[src/rtl/pa_isa_pkg.sv]
// ISA constants shared by the decode/issue stage: opcodes, instruction field
// positions, default MUL latency and the issued-operand bundle.
package pa_isa_pkg;

   localparam logic [6:0] OP_ADD = 7'h00;
   localparam logic [6:0] OP_SUB = 7'h01;
   localparam logic [6:0] OP_MUL = 7'h02;
   localparam logic [6:0] OP_NOP = 7'h3F;

   localparam int OPC_HI = 31;
   localparam int OPC_LO = 25;
   localparam int DST_HI = 24;
   localparam int DST_LO = 20;
   localparam int RS1_HI = 19;
   localparam int RS1_LO = 15;
   localparam int RS2_HI = 14;
   localparam int RS2_LO = 10;
   localparam int OFF_HI = 9;
   localparam int OFF_LO = 0;

   localparam int MUL_LAT_DEFAULT = 5;

   typedef struct packed {
      logic [6:0]  opcode;
      logic [4:0]  dst;
      logic [31:0] src1;
      logic [31:0] src2;
      logic [9:0]  offsetlo;
   } issue_t;

   localparam issue_t ISSUE_BUBBLE = '{opcode: OP_NOP, dst: 5'd0, src1: 32'd0,
                                       src2: 32'd0, offsetlo: 10'd0};

   function automatic logic is_known_op(input logic [6:0] op);
      return (op == OP_ADD) || (op == OP_SUB) || (op == OP_MUL) || (op == OP_NOP);
   endfunction

endpackage

[src/rtl/regfile_2r1w.sv]
// 32x32 register file: two combinational read ports, one synchronous write
// port, r0 hardwired to zero, whole array cleared by synchronous reset.
module regfile_2r1w #(
   parameter int NREG = 32
) (
   input  logic        clk,
   input  logic        reset,
   input  logic [4:0]  raddr1,
   input  logic [4:0]  raddr2,
   output logic [31:0] rdata1,
   output logic [31:0] rdata2,
   input  logic        we,
   input  logic [4:0]  waddr,
   input  logic [31:0] wdata
);

   logic [31:0] mem [NREG];

   always_ff @(posedge clk) begin
      if (reset) begin
         for (int i = 0; i < NREG; i++) mem[i] <= '0;
      end else if (we && (waddr != 5'd0)) begin
         mem[waddr] <= wdata;
      end
   end

   assign rdata1 = (raddr1 == 5'd0) ? 32'd0 : mem[raddr1];
   assign rdata2 = (raddr2 == 5'd0) ? 32'd0 : mem[raddr2];

endmodule

[src/rtl/decode_issue.sv]
// Decode/issue stage: splits the instruction, reads/bypasses operands and holds
// MUL on the outputs for MUL_LAT cycles. DECODE_ILLEGAL_TRAP_EN adds the illegal-opcode trap.
module decode_issue
   import pa_isa_pkg::*;
#(
   parameter int MUL_LAT = MUL_LAT_DEFAULT,
   parameter int NREG    = 32
) (
   input  logic        clk,
   input  logic        reset,
   input  logic        instr_valid,
   input  logic [31:0] instr,
   output logic        instr_ready,
   input  logic        wb_en,
   input  logic [4:0]  wb_dst,
   input  logic [31:0] wb_data,
   output logic [6:0]  opcode,
   output logic [4:0]  dstin,
   output logic [31:0] src1,
   output logic [31:0] src2,
   output logic [9:0]  offsetlo
`ifdef DECODE_ILLEGAL_TRAP_EN
   ,
   output logic        illegal_sticky
`endif
);

   typedef enum logic { ISSUE = 1'b0, HOLD = 1'b1 } state_t;

   state_t      state;
   logic [3:0]  cnt;
   issue_t      iss;
   issue_t      dec;
   logic [4:0]  rs1, rs2;
   logic [31:0] rd1, rd2;
   logic        accept;

   // Handshake: instr is consumed on any rising edge with instr_valid && instr_ready;
   // fetch must keep instr and instr_valid stable while instr_ready is low.
   assign instr_ready = (state == ISSUE);
   assign accept      = instr_valid && instr_ready;

   assign rs1 = instr[RS1_HI:RS1_LO];
   assign rs2 = instr[RS2_HI:RS2_LO];

   regfile_2r1w #(.NREG(NREG)) u_rf (
      .clk    (clk),
      .reset  (reset),
      .raddr1 (rs1),
      .raddr2 (rs2),
      .rdata1 (rd1),
      .rdata2 (rd2),
      .we     (wb_en),
      .waddr  (wb_dst),
      .wdata  (wb_data)
   );

   always_comb begin
      dec.opcode   = instr[OPC_HI:OPC_LO];
      dec.dst      = instr[DST_HI:DST_LO];
      dec.offsetlo = instr[OFF_HI:OFF_LO];
      // Same-cycle write-back wins over the not-yet-written register content.
      dec.src1 = (wb_en && (wb_dst != 5'd0) && (wb_dst == rs1)) ? wb_data : rd1;
      dec.src2 = (wb_en && (wb_dst != 5'd0) && (wb_dst == rs2)) ? wb_data : rd2;
`ifdef DECODE_ILLEGAL_TRAP_EN
      if (!is_known_op(instr[OPC_HI:OPC_LO])) begin
         dec.opcode = OP_NOP;
         dec.dst    = 5'd0;
      end
`endif
   end

   always_ff @(posedge clk) begin
      if (reset) begin
         state <= ISSUE;
         cnt   <= 4'd0;
         iss   <= ISSUE_BUBBLE;
      end else begin
         case (state)
            ISSUE: begin
               if (accept) begin
                  iss <= dec;
                  if (dec.opcode == OP_MUL) begin
                     state <= HOLD;
                     cnt   <= 4'(MUL_LAT - 1);
                  end
               end else begin
                  iss <= ISSUE_BUBBLE;
               end
            end
            HOLD: begin
               // Outputs stay frozen; the final MUL cycle is spent back in ISSUE.
               cnt <= cnt - 4'd1;
               if (cnt == 4'd1) state <= ISSUE;
            end
            default: state <= ISSUE;
         endcase
      end
   end

`ifdef DECODE_ILLEGAL_TRAP_EN
   always_ff @(posedge clk) begin
      if (reset) illegal_sticky <= 1'b0;
      else if (accept && !is_known_op(instr[OPC_HI:OPC_LO])) illegal_sticky <= 1'b1;
   end
`endif

   assign opcode   = iss.opcode;
   assign dstin    = iss.dst;
   assign src1     = iss.src1;
   assign src2     = iss.src2;
   assign offsetlo = iss.offsetlo;

endmodule

[config.mk]
export PLATFORM = sky130hd
export DESIGN_NAME = decode_issue
export DESIGN_NICKNAME = d
export VERILOG_FILES = /design/src/rtl/pa_isa_pkg.sv /design/src/rtl/regfile_2r1w.sv /design/src/rtl/decode_issue.sv
export SDC_FILE = /design/constraint.sdc
export NUM_CORES = 2
export LEC_CHECK = 0
export CORE_UTILIZATION = 40
export CTS_CLUSTER_DIAMETER = 80
export DETAILED_ROUTE_END_ITERATION = 12
export GPL_TIMING_DRIVEN = 0
export PLACE_DENSITY_LB_ADDON = 0.2
export SLEW_MARGIN = 20
export SYNTH_ARGS = -nofsm -noshare
export SYNTH_HDL_FRONTEND = slang
export SYNTH_SLANG_ARGS = --single-unit
[constraint.sdc]
create_clock -name clk -period 6.7 [get_ports clk]
set_input_delay 1.34 -clock clk [delete_from_list [all_inputs] [get_ports clk]]
set_output_delay 1.34 -clock clk [all_outputs]
set_load 0.1 [all_outputs]
**After elaboration in Yosys (flattened, before gate mapping)**

Memories as Yosys holds them, arrays and structs flattened.
Cells that the tools add are included.

- Word-level logic and storage cells: 45
- Memories kept: 1
- Bits in writable memories: 1024
- Bits in registers: 91

- Mux-type cells: 20
- Add/sub/neg operators: 1
- Bitwise operators: 1
- Reductions and logical operators: 9
- Eq/ne operators: 6

Memories:

| name | words | width | read ports | clocked after memory_dff | wr ports | RTL line | source |
|---|---|---|---|---|---|---|---|
| u_rf.mem | 32 | 32 | 2 | 0 | 32 | regfile_2r1w.sv:17 | `logic [31:0] mem [NREG];` |

Operators with widths:

| operator | number |
|---|---|
| $mux W32 | 5 |
| $mux W86 | 1 |
| $reduce_or A32 Y1 | 1 |
| $eq A5 B5 Y1 | 2 |
| $logic_not A5 Y1 | 2 |
| $mux W1 | 9 |
| $mux W4 | 2 |
| $pmux W4 S2 | 1 |
| $eq A7 B2 Y1 const B | 1 |
| $mux W5 | 1 |
| $reduce_bool A5 Y1 | 1 |
| $eq A4 B1 Y1 const B | 1 |
| $logic_and A1 B1 Y1 | 4 |
| $ne A2 B1 Y1 const B | 2 |
| $sub A4 B1 Y4 const B | 1 |
| $pmux W1 S2 | 1 |
| $reduce_and A2 Y1 | 1 |
| $not A1 Y1 | 1 |

**Logic depth before layout (Yosys ltp)**

- Word-level depth: 7
- Depth in mapped cells: 9
- Mapped depth without buffers: 5

**Cells and area by module**

A second synthesis with hierarchy kept.

- Cells, all modules: 3957
- Area, all modules: 58376.0 µm²

By module, submodules not included:

| module | times used | area each (µm²) | cells an instance | seq. area each (µm²) |
|---|---|---|---|---|
| regfile_2r1w | 1 | 54253.3 | 3502 | 30749.5 |
| decode_issue | 1 | 4122.7 | 455 | 1821.7 |

**Worst setup path before layout**

Ideal clock, no wire load.

- Path kind: input to register
- Start: in wb_dst[2]
- End: mem u_rf.mem[20][0] (enable)
- Data required time: 6325 ps
- Setup time: 375 ps
- Arrival time: 2997 ps
- Path slack: 3329 ps
- Stages: 7
- Cell sequence: buf_2 > or3_4 > o31ai_2 > or4_1 > buf_2 > nor2_1 > or2_2

RTL lines:

| item | RTL line | source |
|---|---|---|
| from (decl) | decode_issue.sv:15 | `input logic [4:0] wb_dst,` |
| to (decl) | regfile_2r1w.sv:17 |  |

**Worst setup path after layout**

- Start: in instr[18]
- End: reg iss (netlist bit src1[30])

- Cells in the longest elaborated chain, start to end: 4

Ends and longest elaborated chain:

| item | RTL line | source |
|---|---|---|
| from (decl) | decode_issue.sv:12 | `input logic [31:0] instr,` |
| $mem_v2 Z32 W32, or another cell as far along | n/a |  |
| $mux W32 or $logic_and A1 B1 Y1 (tied branches) | regfile_2r1w.sv:27, decode_issue.sv:63 |  |
| $mux W32 (*) | decode_issue.sv:63 | `dec.src1 = (wb_en && (wb_dst != 5'd0) && (wb_dst == rs1)) ? wb_data : rd1;` |
| $mux W86 (*) | decode_issue.sv:81 | `if (accept) begin` |
| to (signal assigned) | decode_issue.sv:77 | `iss <= ISSUE_BUBBLE;` |
| to (signal assigned) | decode_issue.sv:82 | `iss <= dec;` |
| to (signal assigned) | decode_issue.sv:88 | `iss <= ISSUE_BUBBLE;` |
| to (decl) | decode_issue.sv:32 | `issue_t iss;` |

Every way passes the cells marked *; elsewhere a longest branch is shown, timed or not.
A chain may end at the register's enable or synchronous reset.

==> key figures <==
Route
  – Vias/cell: 6.35
  – Number of iterations in the first detailed-routing pass: 6
  – Wirelength per Cell: 37.3 microns
  – Highest metal used: met5
  – Met2 wire length: 103,000 microns
  – Antenna viol nets, final: 0
  – DR vias: 40,200
  – Routed wl met3: 28,100 microns
  – Wire length on met1: 88,700 microns
  – Final WL: 236,000 microns
  – # DRC: 0
  – Initial DRC Count: 5,476

Clock network
  – Post-CTS setup buffers: 0
  – Post-cts hold buffer count: 0
  – CTS Sinks: 1,115
  – Post-cts resize count: 0
  – Worst-skew pair later-pin latency: 0.76 ns
  – CTS Buffer Depth: 3
  – TritonCTS clock tree: yes
  – Clock transition at the registers of the reported paths: 0.06 ns
  – CTS root buf: clkbuf_16
  – TritonCTS Buffers: 121
  – H-Tree Depth: 3

STA
  – Fin. Hold Viols: 0
  – Setup tns final: 0 ns
  – Min Tclk post-route: 5.17 ns
  – Final Max Slew Viols: 0
  – Least-Margin Pin Slew: 1.30 ns
  – Relative slew slack: 0.132
  – Clock Skew: 0.0318 ns
  – Setup violators final: 0
  – RSZ-0062 raised after global routing: false
  – Fmax: 0.194 GHz
  – Tcrit/Tclk final: 0.771

Yosys
  – Synthesized area: 57,800 sq um
  – Share of the synthesized area in the top cell type: 0.532
  – Main synth FF type: edfxtp_1
  – Main area contributors after synthesis: edfxtp_1 53%, mux4_2 14%, and2_1 11%, mux2i_1 5.0%, dfxtp_1 3.2%
  – Sequential cell area fraction in the yosys report: 0.564
  – Distinct cells, synth: 56
  – Syn Area/Cell: 14.5 sq um
  – Cells after Synth: 3,996
  – Flops & latches, synth: 1,115
  – Async S/R FF share, synth: 0
  – Largest area contributor in the netlist: edfxtp_1
  – EDFF count, synth: 1,024
  – Synth Warn #: 0

Setup path
  – CP Data Required Time: 7.40 ns
  – Maximum fanout along the worst path: 10
  – Flop2flop setup slack: 3.11 ns
  – Startpoint types: primary input
  – R2R depth: 7
  – Worst setup path endpoint: src1[30]
  – Crit end category: flip-flop
  – Critical R2R Capture: src1[30]
  – Crit path from: instr[18]
  – Worst r2r src: state
  – CP Data Arrival Time: 5.87 ns
  – WS Path Type: in -> reg

Power and ir drop
  – Max VDD drop: 0.204 mV
  – Leak pwr: 0.0227 uW
  – Power Density: 264 nW/um^2

Global route
  – Initial antenna violation count: 16
  – Overall Global Routing Usage: 0.318
  – First-pass GRT wire length: 316,000 microns
  – Largest net degree at the start of global routing: 33
  – GRT Residual Overflow: 0
  – Vias in the first global route: 39,500

Hold path
  – Hold WC Path Type: reg -> reg
  – Hold Path Stages: 2

Finish
  – Most common cell after layout, fill and taps aside: edfxtp_1
  – Non-filler cells in the finished layout: 6,319
  – Layout cells sized above 1: 0.180
  – Area Growth Syn to Fin: 14.2%
  – Filler Cells Inserted: 12,800
  – Post-layout nets: 4,381
  – Most frequent cells in the layout: 1,024 x edfxtp_1, 1,009 x and2_1, 370 x mux4_2, 336 x clkbuf_1, 286 x mux2i_1

Die
  – Die Y: 382 microns
  – Core area: 143,000 sq um
  – Initial core utilization: 0.403
  – Die width: 382 microns
  – Site Rows: 139
  – DIE AREA: 146,000 sq um
  – I/O pin count: 160

Status
  – Result of the run: complete, no violations

Placement
  – PortBufs: 149
  – Post-DP HPWL: 170,000 microns
  – Cell count after placement: 6,084
  – GP Congestion: 0.991

Flow run
  – Max-Cap Viols: 0
==> final cells by class <==
cell class	count	area, sq um	area share
clock buffer	161	3280	0.0498
inverter	5	18.8	0.000284
buffer	439	1930	0.0292
antenna	4	10.0	0.000152
clock inverter	68	689	0.0104
multi-input combinational	2468	23500	0.356
timing repair buffer	156	1620	0.0245
sequential	1115	32600	0.494
tap	1903	2380	0.0361
==> metrics by stage <==
step	hold slack [ns]	setup WS, ns	instance area [sq um]	total power, uW	util
2_1_floorplan	0.479	3.33	57900	9590	-
5_1_grt	0.508	1.87	66000	17700	0.460
3_5_place_dp	0.475	1.16	61900	10600	0.431
3_3_place_gp	0.470	0.671	61800	10600	0.430
4_1_cts	0.489	1.96	65900	17400	0.459
6_report	0.486	1.53	66000	17400	0.460
==> synth_stat cells (27+ instances only) <==
master,count
mux2i_1,286
a21oi_1,55
a221oi_1,30
a211oi_1,49
o22ai_1,48
nand2_1,37
edfxtp_1,1024
mux2_2,65
mux4_2,370
buf_2,78
o32ai_1,32
a22oi_1,62
o221ai_1,77
and2_1,1009
nor2_1,61
a221o_1,31
or2_2,33
dfxtp_1,91
clkbuf_1,316
buf_4,27
a22o_1,33
==> registers in the layout, indices dropped and copies added (netlist names) <==
name / cells
cnt: 4
dstin: 5
offsetlo: 10
opcode: 7
src1: 32
src2: 32
state: 1
u_rf.mem: 1024
==> critical path, stage by stage <==
cell and delay (ns):
clkdlybuf4s50_1 0.76, buf_2 0.49, clkbuf_1 0.83, clkbuf_1 1.02
nand2_1 0.11, a221oi_1 1.04, a221o_1 0.21
==> cells by family after synthesis <==
family                   share of synthesized area
AO/OA/AOI/OAI                               0.0670
XOR/XNOR                                   0.00182
adder cells (fa/ha/maj)                   0.000433
buffers and inverters                       0.0332
flip-flops                                   0.564
multiplexers                                 0.206
other                                    0.0000649
AND/OR/NAND/NOR                              0.127
==> per-layer routing <==
layer,vias up,GRT usage
met1,20700,0.415
met4,12,0.181
met3,605,0.0887
met5,-,0
li1,16100,-
met2,2777,0.476
==> where the power goes <==
part	switching (uW)	internal, uW
clock network	2940	3960
registers	216	7980
logic	1540	790
==> worst min-delay path by stage <==
stage | end | slack [ns] | from
5_1_grt | src1[23] | 0.51 | src1[23]
3_5_place_dp | src1[1] | 0.48 | src1[1]
2_1_floorplan | cnt[1] | 0.48 | cnt[1]
4_1_cts | src1[26] | 0.49 | src1[26]
6_report | dstin[4] | 0.49 | dstin[4]
3_3_place_gp | opcode[2] | 0.47 | opcode[2]
Power figures use the tool's default switching activity.
